### src/rtl/bist_controller_if.sv
// Controller-side bundle: session control, CUT stimulus/response and result reporting.
// master = bist_controller; slave = the top-level control and CUT that surround it.
interface bist_controller_if #(
    parameter int N_IN  = 4,
    parameter int SIG_W = 8
) ();
    logic             start;
    logic             hold;
    logic             inject_req;
    logic [SIG_W-1:0] golden_sig;
    logic             cut_f;
    logic [N_IN-1:0]  cut_in;
    logic             fault_inject;
    logic             busy;
    logic             done;
    logic             pass;
    logic [SIG_W-1:0] signature;
    logic [N_IN:0]    ones_cnt;

    modport master (
        input  start, hold, inject_req, golden_sig, cut_f,
        output cut_in, fault_inject, busy, done, pass, signature, ones_cnt
    );

    modport slave (
        output start, hold, inject_req, golden_sig, cut_f,
        input  cut_in, fault_inject, busy, done, pass, signature, ones_cnt
    );
endinterface

### src/rtl/bist_controller.sv
// Exhaustive-pattern BIST driver with SISR compaction; done 2^N_IN+1 cycles after start.
// hold stalls pattern stepping and compaction one cycle per asserted cycle; start is ignored while busy.
module bist_controller #(
    parameter int               N_IN     = 4,
    parameter int               SIG_W    = 8,
    parameter logic [SIG_W-1:0] SIG_POLY = 8'h1D
) (
    input  logic               clk,
    input  logic               rst_n,
    bist_controller_if.master  bus
);

    typedef enum logic [1:0] {IDLE, RUN, DONE} state_t;

    state_t           state_q, state_d;
    logic [N_IN-1:0]  cut_in_q, cut_in_d;
    logic             fault_q, fault_d;
    logic             busy_q, busy_d;
    logic             done_q, done_d;
    logic             pass_q, pass_d;
    logic [SIG_W-1:0] sig_q, sig_d;
    logic [N_IN:0]    ones_q, ones_d;
    logic [SIG_W-1:0] sig_step;

    always_comb begin
        state_d  = state_q;
        cut_in_d = cut_in_q;
        fault_d  = fault_q;
        busy_d   = busy_q;
        done_d   = done_q;
        pass_d   = pass_q;
        sig_d    = sig_q;
        ones_d   = ones_q;

        // Shift, fold the MSB back through the taps, and XOR the response into bit 0.
        sig_step = {sig_q[SIG_W-2:0], 1'b0}
                 ^ (sig_q[SIG_W-1] ? SIG_POLY : {SIG_W{1'b0}})
                 ^ {{(SIG_W-1){1'b0}}, bus.cut_f};

        case (state_q)
            RUN: begin
                if (!bus.hold) begin
                    sig_d  = sig_step;
                    ones_d = ones_q + {{N_IN{1'b0}}, bus.cut_f};
                    if (cut_in_q == {N_IN{1'b1}}) begin
                        state_d = DONE;
                        busy_d  = 1'b0;
                        done_d  = 1'b1;
                        pass_d  = (sig_step == bus.golden_sig);
                    end else begin
                        cut_in_d = cut_in_q + 1'b1;
                    end
                end
            end
            IDLE, DONE: begin
                if (bus.start) begin
                    state_d  = RUN;
                    cut_in_d = '0;
                    sig_d    = '0;
                    ones_d   = '0;
                    fault_d  = bus.inject_req;
                    busy_d   = 1'b1;
                    done_d   = 1'b0;
                    pass_d   = 1'b0;
                end
            end
            default: begin
                state_d = IDLE;
                busy_d  = 1'b0;
                done_d  = 1'b0;
            end
        endcase
    end

    always_ff @(posedge clk or negedge rst_n) begin
        if (!rst_n) begin
            state_q  <= IDLE;
            cut_in_q <= '0;
            fault_q  <= 1'b0;
            busy_q   <= 1'b0;
            done_q   <= 1'b0;
            pass_q   <= 1'b0;
            sig_q    <= '0;
            ones_q   <= '0;
        end else begin
            state_q  <= state_d;
            cut_in_q <= cut_in_d;
            fault_q  <= fault_d;
            busy_q   <= busy_d;
            done_q   <= done_d;
            pass_q   <= pass_d;
            sig_q    <= sig_d;
            ones_q   <= ones_d;
        end
    end

    assign bus.cut_in       = cut_in_q;
    assign bus.fault_inject = fault_q;
    assign bus.busy         = busy_q;
    assign bus.done         = done_q;
    assign bus.pass         = pass_q;
    assign bus.signature    = sig_q;
    assign bus.ones_cnt     = ones_q;

endmodule

### src/flat_wrapper.sv
// flat-port wrapper written by rule: the top's interface ports become plain ports
module bist_controller_flat 
#(
    parameter int               N_IN     = 4,
    parameter int               SIG_W    = 8,
    parameter logic [SIG_W-1:0] SIG_POLY = 8'h1D
)
  (clk, rst_n, bus_start, bus_hold, bus_inject_req, bus_golden_sig, bus_cut_f, bus_cut_in, bus_fault_inject, bus_busy, bus_done, bus_pass, bus_signature, bus_ones_cnt);
  bist_controller_if #(.N_IN(N_IN), .SIG_W(SIG_W)) bus_i ();
  input  logic clk;
  input  logic rst_n;
  input wire logic [$bits(bus_i.start)-1:0] bus_start;
  input wire logic [$bits(bus_i.hold)-1:0] bus_hold;
  input wire logic [$bits(bus_i.inject_req)-1:0] bus_inject_req;
  input wire logic [$bits(bus_i.golden_sig)-1:0] bus_golden_sig;
  input wire logic [$bits(bus_i.cut_f)-1:0] bus_cut_f;
  output wire logic [$bits(bus_i.cut_in)-1:0] bus_cut_in;
  output wire logic [$bits(bus_i.fault_inject)-1:0] bus_fault_inject;
  output wire logic [$bits(bus_i.busy)-1:0] bus_busy;
  output wire logic [$bits(bus_i.done)-1:0] bus_done;
  output wire logic [$bits(bus_i.pass)-1:0] bus_pass;
  output wire logic [$bits(bus_i.signature)-1:0] bus_signature;
  output wire logic [$bits(bus_i.ones_cnt)-1:0] bus_ones_cnt;
  assign bus_i.start = bus_start;
  assign bus_i.hold = bus_hold;
  assign bus_i.inject_req = bus_inject_req;
  assign bus_i.golden_sig = bus_golden_sig;
  assign bus_i.cut_f = bus_cut_f;
  assign bus_cut_in = bus_i.cut_in;
  assign bus_fault_inject = bus_i.fault_inject;
  assign bus_busy = bus_i.busy;
  assign bus_done = bus_i.done;
  assign bus_pass = bus_i.pass;
  assign bus_signature = bus_i.signature;
  assign bus_ones_cnt = bus_i.ones_cnt;
  bist_controller #(.N_IN(N_IN), .SIG_W(SIG_W), .SIG_POLY(SIG_POLY)) u_core (.clk(clk), .rst_n(rst_n), .bus(bus_i));
endmodule
### config.mk
export PLATFORM = sky130hd
export DESIGN_NAME = bist_controller_flat
export DESIGN_NICKNAME = d
export VERILOG_FILES = /design/src/rtl/bist_controller_if.sv /design/src/rtl/bist_controller.sv /design/src/flat_wrapper.sv
export SDC_FILE = /design/constraint.sdc
export NUM_CORES = 1
export LEC_CHECK = 0
export ABC_AREA = 0
export CORE_MARGIN = 2
export CORE_UTILIZATION = 35
export DETAILED_ROUTE_END_ITERATION = 16
export PLACE_DENSITY_LB_ADDON = 0.08
export SYNTH_ARGS = -nofsm -noshare
export SYNTH_HDL_FRONTEND = slang
export SYNTH_SLANG_ARGS = --single-unit
### constraint.sdc
create_clock -name clk -period 4.35 [get_ports clk]
set_input_delay 0.87 -clock clk [delete_from_list [all_inputs] [get_ports clk]]
set_output_delay 0.87 -clock clk [all_outputs]
set_load 0.01 [all_outputs]
* Yosys cells after proc, flatten, opt, wreduce, memory -nomap -nowiden
Cells that the tools add are included.
** Operators by class
- Add/sub/neg operators :: 2
- Eq/ne operators :: 8
- Mux-type cells :: 26
- Bitwise gates (word level) :: 2
- Reduce and logical (&&, ||, !) cells :: 8
** Operators with widths (number)
- $mux W8 :: 2
- $pmux W8 S2 :: 1
- $mux W5 :: 3
- $mux W4 :: 3
- $pmux W5 S2 :: 1
- $eq A8 B8 Y1 :: 1
- $mux W1 :: 8
- $pmux W4 S2 :: 1
- $reduce_and A4 Y1 :: 2
- $xor A8 B1 Y8 :: 1
- $xor A8 B8 Y8 :: 1
- $mux W2 :: 3
- $ne A2 B2 Y1 const B :: 3
- $pmux W1 S2 :: 3
- $reduce_and A3 Y1 :: 2
- $add A5 B1 Y5 :: 1
- $add A4 B1 Y4 const B :: 1
- $eq A4 B4 Y1 const B :: 1
- $pmux W2 S2 :: 1
- $eq A2 B1 Y1 const B :: 1
- $eq A2 B2 Y1 const B :: 1
- $logic_not A2 Y1 :: 1
- $ne A2 B1 Y1 const B :: 1
- $reduce_and A2 Y1 :: 1
- 2 further kinds :: 2
** Word-level totals
- Register bits after elaboration :: 23
- Bits of input ports :: 14
- Output and inout bits :: 21
- Logic and storage cells :: 54

* Depth between registers and ports, before layout
Gate-level depths: netlist of run 1.
- Depth after elaboration :: 7
- Gate-level depth with buffers :: 6

* Worst setup path before layout of run 1
OpenSTA, ideal clock, no wires.
- Path type :: input -> register
- Start point :: in bus_hold
- End point :: reg u_core.cut_in_q[3] (netlist: u_core.bus.cut_in[3])
- Library setup time :: 0.132 ns
- Data arrival time :: 1.678 ns
- Required time :: 4.218 ns
- Path slack :: 2.540 ns
- Stages on the path :: 5
- Path through :: or3b_1 > buf_6 > nor3_4 > xnor2_1 > nor2_1
** On the way
- Cells in the longest elaborated chain, start to end :: 2
** Ends and longest elaborated chain
- from (decl) :: RTL line flat_wrapper.sv:13 : input wire logic [$bits(bus_i.hold)-1:0] bus_hold;
- $ne A2 B2 Y1 (no source line)
- $reduce_and A4 Y1 (no source line)
- to (signal assigned) :: RTL line bist_controller.sv:87 : cut_in_q <= cut_in_d;
- to (decl) :: RTL line bist_controller.sv:16 : logic [N_IN-1:0] cut_in_q, cut_in_d;
Every way passes these cells.
A chain may end at the register's enable or synchronous reset.

* Worst setup path in the final report of run 1
- Start point :: reg u_core.sig_q[7] (netlist: u_core.bus.signature[7])
- End point :: out bus_signature[7]
** RTL lines
- from (decl) :: RTL line bist_controller.sv:21 : logic [SIG_W-1:0] sig_q, sig_d;
- from (signal assigned) :: RTL line bist_controller.sv:92 : sig_q <= sig_d;
- to (decl) :: RTL line flat_wrapper.sv:22 : output wire logic [$bits(bus_i.signature)-1:0] bus_signature;
No word-level cell between the ends.

==> metrics.md, run 1 <==
| Metric | Value |
|---|---|
| Status | finished clean |
| # diodes | 0 |
| Resize count post-CTS | 0 |
| Async SR Flop Fraction | 100% |
| # rows | 21 |
| Congestion Overflow GR | 0 |
| Final hold violation count | 0 |
| Max_slew headroom | a little under a third |
| Clk sinks | 23 |
| CTS tree | done |
| EDFF count, synth | 0 |
| Critical path, cell by cell | clkdlybuf4s50_1 |
| Synth-to-layout area growth | 33.2% |
| Hold_buf cts | 0 |
| Port Buffer Count | 34 |
| Routed len/inst | roughly 13 µm |
| Crit. End Element | output pin |
| Vias | roughly 970 |
| Vias per cell | between 4 and 5 |
| Final setup margin | about 2 ns |
| I/O Pins | 35 |
| Tmin final | 2.36 ns |
| Starting DRC count in detailed routing | 36 |
| Max-cap violations | 0 |
| Setup_tns | 0 ns |
| Register area share after synthesis | about half |
| Area leader, netlist | dfrtp_1 |
| Ys flop type | dfrtp_1 |
| CTS clk-pin slew, worst paths | between 0.1 and 0.15 ns |
| Global-route wire length before repair | roughly 4000 µm |
| Post-CTS setup repair buffer count | 0 |
| Kind of cell adding the most delay to the critical path | buffers and inverters |
| Post-route DRC | 0 |
| Share of cells above drive strength 1 | 3.92% |
| Clock Path Buffers | 2 |
| GRT Total Usage | ~14% |
| Cell count after synthesis | approximately 120 |
| Leakage | about 0.67 nW |
| Die extent in x | a little over 60 µm |
| CP Max Fanout | 8 |
| Worst VDD drop | around 220 µV |
| Area contributors post-synth | dfrtp_1 (49%), xnor2_1 (10%), nand2_1 (7.4%) |
| Worst path required time | 3.48 ns |
| Syn Std Cell Area | 1170 µm² |
| Fin. max-slew vios | 0 |
| Post-layout util | 47.6% |
| Commonest cells post-synth | dfrtp_1 (23), nand2_1 (23), nand3_1 (15) |
| Core Area | 3280 µm² |
| Hold WC Path Type | reg2reg |
| PwrDens | around 600 nW/µm² |
| Pre-CTS setup slack | 1.71 ns |
| Die Ht | 61.9 µm |
| Slew @ Worst Pin | 1.04 ns |
| Slowest CP cell | clkdlybuf4s50_1 |
| Vias in the first global route | 881 |
| Clk root buf | clkbuf_4 |
| Worst Skew | roughly 0.0045 ns |
| Synth cell types | 28 |
| GPL Wtd Cong | 0.711 |
| H-tree depth | 1 |
| Flip-flop and latch count after synthesis | 23 |
| Crit path launch type | register |
| Routed Antenna Nets | 0 |
| Final net count | 171 |
| Crit path DAT | between 1 and 1.5 ns |
| Initial Utilization | 35.7% |
| F_max | between 0.4 and 0.5 GHz |
| Routed wire length | 2560 µm |
| Die ar. | 3830 µm² |
| Yosys warning total | 0 |
| TritonRoute pass-1 iters | 4 |
| CTS Buf Count | 3 |
| Syn Nets | 138 |
| Largest net degree at the start of global routing | 24 |
| Critical path class | reg2out |
| Antenna violations before repair | 0 |
| Final worst-path cycle share | 54.2% |
| Final setup viols | 0 |
| Crit-path max cell delay | 0.61 ns |
| Mapped Avg Cell Area | ~9.7 µm² |
| RSZ-0062 raised after global routing | no |
| Skew-Pair Late Insertion Delay | 0.31 ns |
| Critical path buffer and inverter count | 1 |
| Dpl hpwl | 1890 µm |
| Synth top area share | 49.0% |
-- state kept, by name, indices dropped and copies added, names as in the netlist --
register / count
u_core.bus.done: 1
u_core.bus.ones_cnt: 5
u_core.bus.pass: 1
u_core.bus.signature: 8
u_core.bus.busy: 1
u_core.state_q: 2
u_core.bus.fault_inject: 1
u_core.bus.cut_in: 4
-- per-layer routing --
metal,vias to the layer above,track usage [%],share of wire (%)
li1,471,-,-
met1,470,20.6,49
met2,24,22.1,45
met3,2,2.48,4.7
met4,0,4.56,0.74
met5,-,0,0
-- layout by cell type (no fill, tap or decap) --
master	synthesis	layout
or3b_1	1	1
nand2b_1	4	4
and3_1	1	1
a22o_1	1	1
o21ai_0	5	5
xnor2_1	14	14
nand4_1	3	3
clkdlybuf4s50_1	0	34
and4b_1	1	1
clkinv_2	0	1
nor3b_2	1	1
nand3_1	15	15
nor2_1	5	5
nor4_1	1	1
nor3_4	1	1
a2bb2oi_1	1	1
dfrtp_1	23	23
nor2b_1	2	2
xor2_1	3	3
a21oi_1	3	3
clkbuf_4	0	3
ha_1	3	3
nand2_1	23	23
o21ai_1	1	1
inv_1	1	1
o31ai_1	1	1
nor3_1	1	1
-- path summary, 6_finish.rpt --
| kind | start | endpoint | slack (ns) | depth (start not counted) |
|---|---|---|---|---|
| min in group asynchronous | rst_n | u_core.bus.pass | 1.11 | 1 |
| worst max-delay path | u_core.bus.signature[7] | bus_signature[7] | 1.99 | 1 |
| worst max register to register | u_core.state_q[0] | u_core.bus.cut_in[0] | 2.50 | 4 |
| max in group asynchronous | rst_n | u_core.bus.signature[0] | 2.62 | 1 |
| worst min register to register | u_core.bus.fault_inject | u_core.bus.fault_inject | 0.50 | 2 |
| worst min-delay path | u_core.bus.fault_inject | u_core.bus.fault_inject | 0.50 | 2 |
-- metrics by stage --
stage	cell area [µm²]	std cells	power (W)	hold slack (ns)
finish	1560	199	0.000941	0.505
global placement	1540	195	0.000842	0.461
global route	1560	199	0.00102	0.551
floorplan	1170	121	0.000638	0.514
CTS	1560	199	0.000954	0.513
detailed placement	1540	195	0.000852	0.483
-- cells by family (layout without fill, tap and decap cells) --
kind of cell | after synthesis | in the layout | synth area share [%]
adders and majority gates | 3 | 3 | 3.20
and+or+nand+nor | 59 | 59 | 25.7
DFF | 23 | 23 | 49.0
buffers and inverters | 7 | 39 | 3.41
xor gates and xnor gates | 17 | 17 | 12.7
AOI/OAI and AO/OA | 12 | 12 | 5.97
-- area by class of cell --
| class | instances | area, µm² |
|---|---|---|
| sequential | 23 | 576 |
| clock inverter | 1 | 5.00 |
| inverter | 1 | 3.75 |
| clock buffer | 3 | 22.5 |
| tap | 46 | 57.6 |
| fill | 332 | 1720 |
| multi-input combinational | 91 | 558 |
| timing repair buffer | 34 | 340 |
-- report_power, final --
group	internal, W	switching, W	leakage, nW
Combinational	0.000255	0.000188	0.359
Clock	0.0000343	0.0000647	0.0177
Sequential	0.000295	0.000104	0.296
Total	0.000584	0.000357	0.672
Note: power is estimated with default switching activity, not from simulation.
==> run 2: changes to the inputs <==
- clock period: 4.35 -> 2.1 ns (I/O delays scaled with it)
==> metrics.md, run 2 (synthesized netlist as in run 1, its figures left out) <==
| Metric | Value |
|---|---|
| Commonest non-fill, non-tap cell in the layout | clkdlybuf4s50_1 |
| Max layer used | met4 |
| Clk root buf | clkbuf_4 |
| Routed Antenna Nets | 0 (unchanged) |
| F_max | approximately 0.53 GHz |
| H-tree depth | 1 (unchanged) |
| CTS tree | done |
| Dpl hpwl | 1930 µm (+1.9%) |
| Crit-path max cell delay | 0.61 ns (about the same) |
| Synth-to-layout area growth | 35.6% |
| Leakage | 0.689 nW (+2.5%) |
| Clock Path Buffers | 2 (unchanged) |
| Worst path required time | 1.68 ns (-1.80 ns) |
| Commonest cells after routing, fill and taps aside | clkdlybuf4s50_1 (34), nand2_1 (23), dfrtp_1 (23) |
| Hold WC Path Type | in2async |
| Critical path, cell by cell | clkdlybuf4s50_1 |
| Congestion Overflow GR | 0 (unchanged) |
| Max-cap violations | 0 (unchanged) |
| Resize count post-CTS | 0 (unchanged) |
| Pre-CTS setup slack | 0.251 ns (-1.46 ns) |
| Worst hold margin | 0.459 ns (-0.0453 ns) |
| Area of the multi-input gates | 558 µm² (unchanged) |
| Final setup viols | 0 (unchanged) |
| Skew-Pair Late Insertion Delay | 0.30 ns (about the same) |
| Hold_buf cts | 0 (unchanged) |
| I/O Pins | 35 (unchanged) |
| Worst Skew | 0.00602 ns (+0.00148 ns) |
| Core Area | 3280 µm² (unchanged) |
| Initial Utilization | 35.7% (unchanged) |
| Starting DRC count in detailed routing | 16 (-56%) |
| Final setup margin | 0.201 ns (-1.79 ns) |
| Post-CTS setup repair buffer count | 0 (unchanged) |
| Fill count | 316 (-4.8%) |
| Final worst-path cycle share | 90.4% |
| Routed len/inst | 12.9 µm (about the same) |
| CTS clk-pin slew, worst paths | 0.12 ns (about the same) |
| Post-Route M1 WL | 1240 µm (-1.3%) |
| Post-route DRC | 0 (unchanged) |
| Die extent in x | 61.9 µm (unchanged) |
| TritonRoute pass-1 iters | 4 (unchanged) |
| Max_slew headroom | 59.4% (+29 points) |
| Die ar. | 3830 µm² (unchanged) |
| Vias per cell | 4.76 (-2.1%) |
| Largest net degree at the start of global routing | 24 (unchanged) |
| RSZ-0062 raised after global routing | no |
| Global-route wire length before repair | 4050 µm (+0.70%) |
| PwrDens | 1230 nW/µm² (+100%) |
| Antenna violations before repair | 0 (unchanged) |
| Worst VDD drop | 474 µV (+110%) |
| Max reg flops | 8 (unchanged) |
| Crit. End Element | output pin |
| GRT Total Usage | 14.6% (+0.20 points) |
| CTS Buf Count | 3 (unchanged) |
| Port Buffer Count | 34 (unchanged) |
| Setup_tns | 0 ns (unchanged) |
| Vias | 966 (-0.10%) |
| # rows | 21 (unchanged) |
| Crit path DAT | 1.48 ns (about the same) |
| Status | finished clean |
| Crit path launch type | register |
| Vias in the first global route | 901 (+2.3%) |
| # diodes | 0 (unchanged) |
| Tmin final | 1.90 ns |
| CP Max Fanout | 8 (unchanged) |
| Share of cells above drive strength 1 | 5.73% (+1.8 points) |
| Kind of cell adding the most delay to the critical path | buffers and inverters |
| WL met2 | 1240 µm (+7.0%) |
| WL met3 | 106 µm (-12%) |
| Final net count | 175 (+2.3%) |
| Final hold violation count | 0 (unchanged) |
| Die Ht | 61.9 µm (unchanged) |
| FF+latch area | 576 µm² (unchanged) |
| GPL Wtd Cong | 0.743 (+4.5%) |
| Slowest CP cell | clkdlybuf4s50_1 |
| Critical path buffer and inverter count | 1 (unchanged) |
| Routed wire length | 2610 µm (+2.1%) |
| Overall Power | 0.00196 W (+110%) |
| Critical path class | reg2out |
| Slew @ Worst Pin | 0.609 ns (-0.426 ns) |
| Clk sinks | 23 (unchanged) |
| Fin. max-slew vios | 0 (unchanged) |
[run 2: changes by cell type in the layout (fill, tap and decap cells not counted), sizes merged]
| cell | change |
|---|---|
| buf | +4 |
| clkbuf | +1 |
| clkinv | -1 |
[run 2: power breakdown]
part | switching [W] | total [W] | internal (W)
Sequential | 0.000209 | 0.000821 | 0.000612
Clock | 0.000127 | 0.000201 | 0.0000740
Combinational | 0.000395 | 0.000941 | 0.000546
Total | 0.000732 | 0.00196 | 0.00123
[run 2: metal layers]
| layer | vias up | global-route usage, % |
|---|---|---|
| li1 | 483 | - |
| met2 | 20 | 22.4 |
| met3 | 2 | 1.86 |
| met5 | - | 0 |
| met4 | 0 | 6.38 |
| met1 | 461 | 20.6 |
[run 2: worst register-to-register path, delay by kind of cell (launching register included)]
family / cells / cell delay (ns)
adder cells (fa/ha/maj): 1 / 0.24
flip-flops: 1 / 0.45
AO/OA/AOI/OAI: 1 / 0.17
AND/OR/NAND/NOR: 2 / 0.46
XOR/XNOR: 1 / 0.16
[run 2: final timing paths]
path                                              start  slack (ns)                      end  cells past startpoint
worst min-delay path                              rst_n        0.46  u_core.bus.signature[5]                      2
max in group asynchronous                         rst_n        1.41   u_core.bus.ones_cnt[0]                      2
worst max register to register     u_core.bus.cut_in[0]        0.53     u_core.bus.cut_in[0]                      5
min in group clk                u_core.bus.fault_inject        0.49  u_core.bus.fault_inject                      2
worst max-delay path            u_core.bus.signature[7]        0.20         bus_signature[7]                      1
worst min register to register  u_core.bus.fault_inject        0.49  u_core.bus.fault_inject                      2
[run 2: layout make-up]
class / count / area share, %
Multi-Input combinational cell: 91 / 35.1
Tap cell: 46 / 3.62
Clock buffer: 4 / 1.65
Sequential cell: 23 / 36.2
Inverter: 1 / 0.236
Timing Repair Buffer: 38 / 23.3
[run 2: metrics by stage]
stage,std cells,area [µm²],util (%)
2_1_floorplan,121,1170,-
3_3_place_gp,199,1570,47.7
3_5_place_dp,199,1570,47.7
4_1_cts,203,1590,48.5
5_1_grt,203,1590,48.5
6_report,203,1590,48.5
==> run 3: changes to the inputs <==
- CTS_CLUSTER_DIAMETER: default -> 80
==> results of run 3 <==
Same layout as run 2: the final DEF is identical, and so are final timing and power.
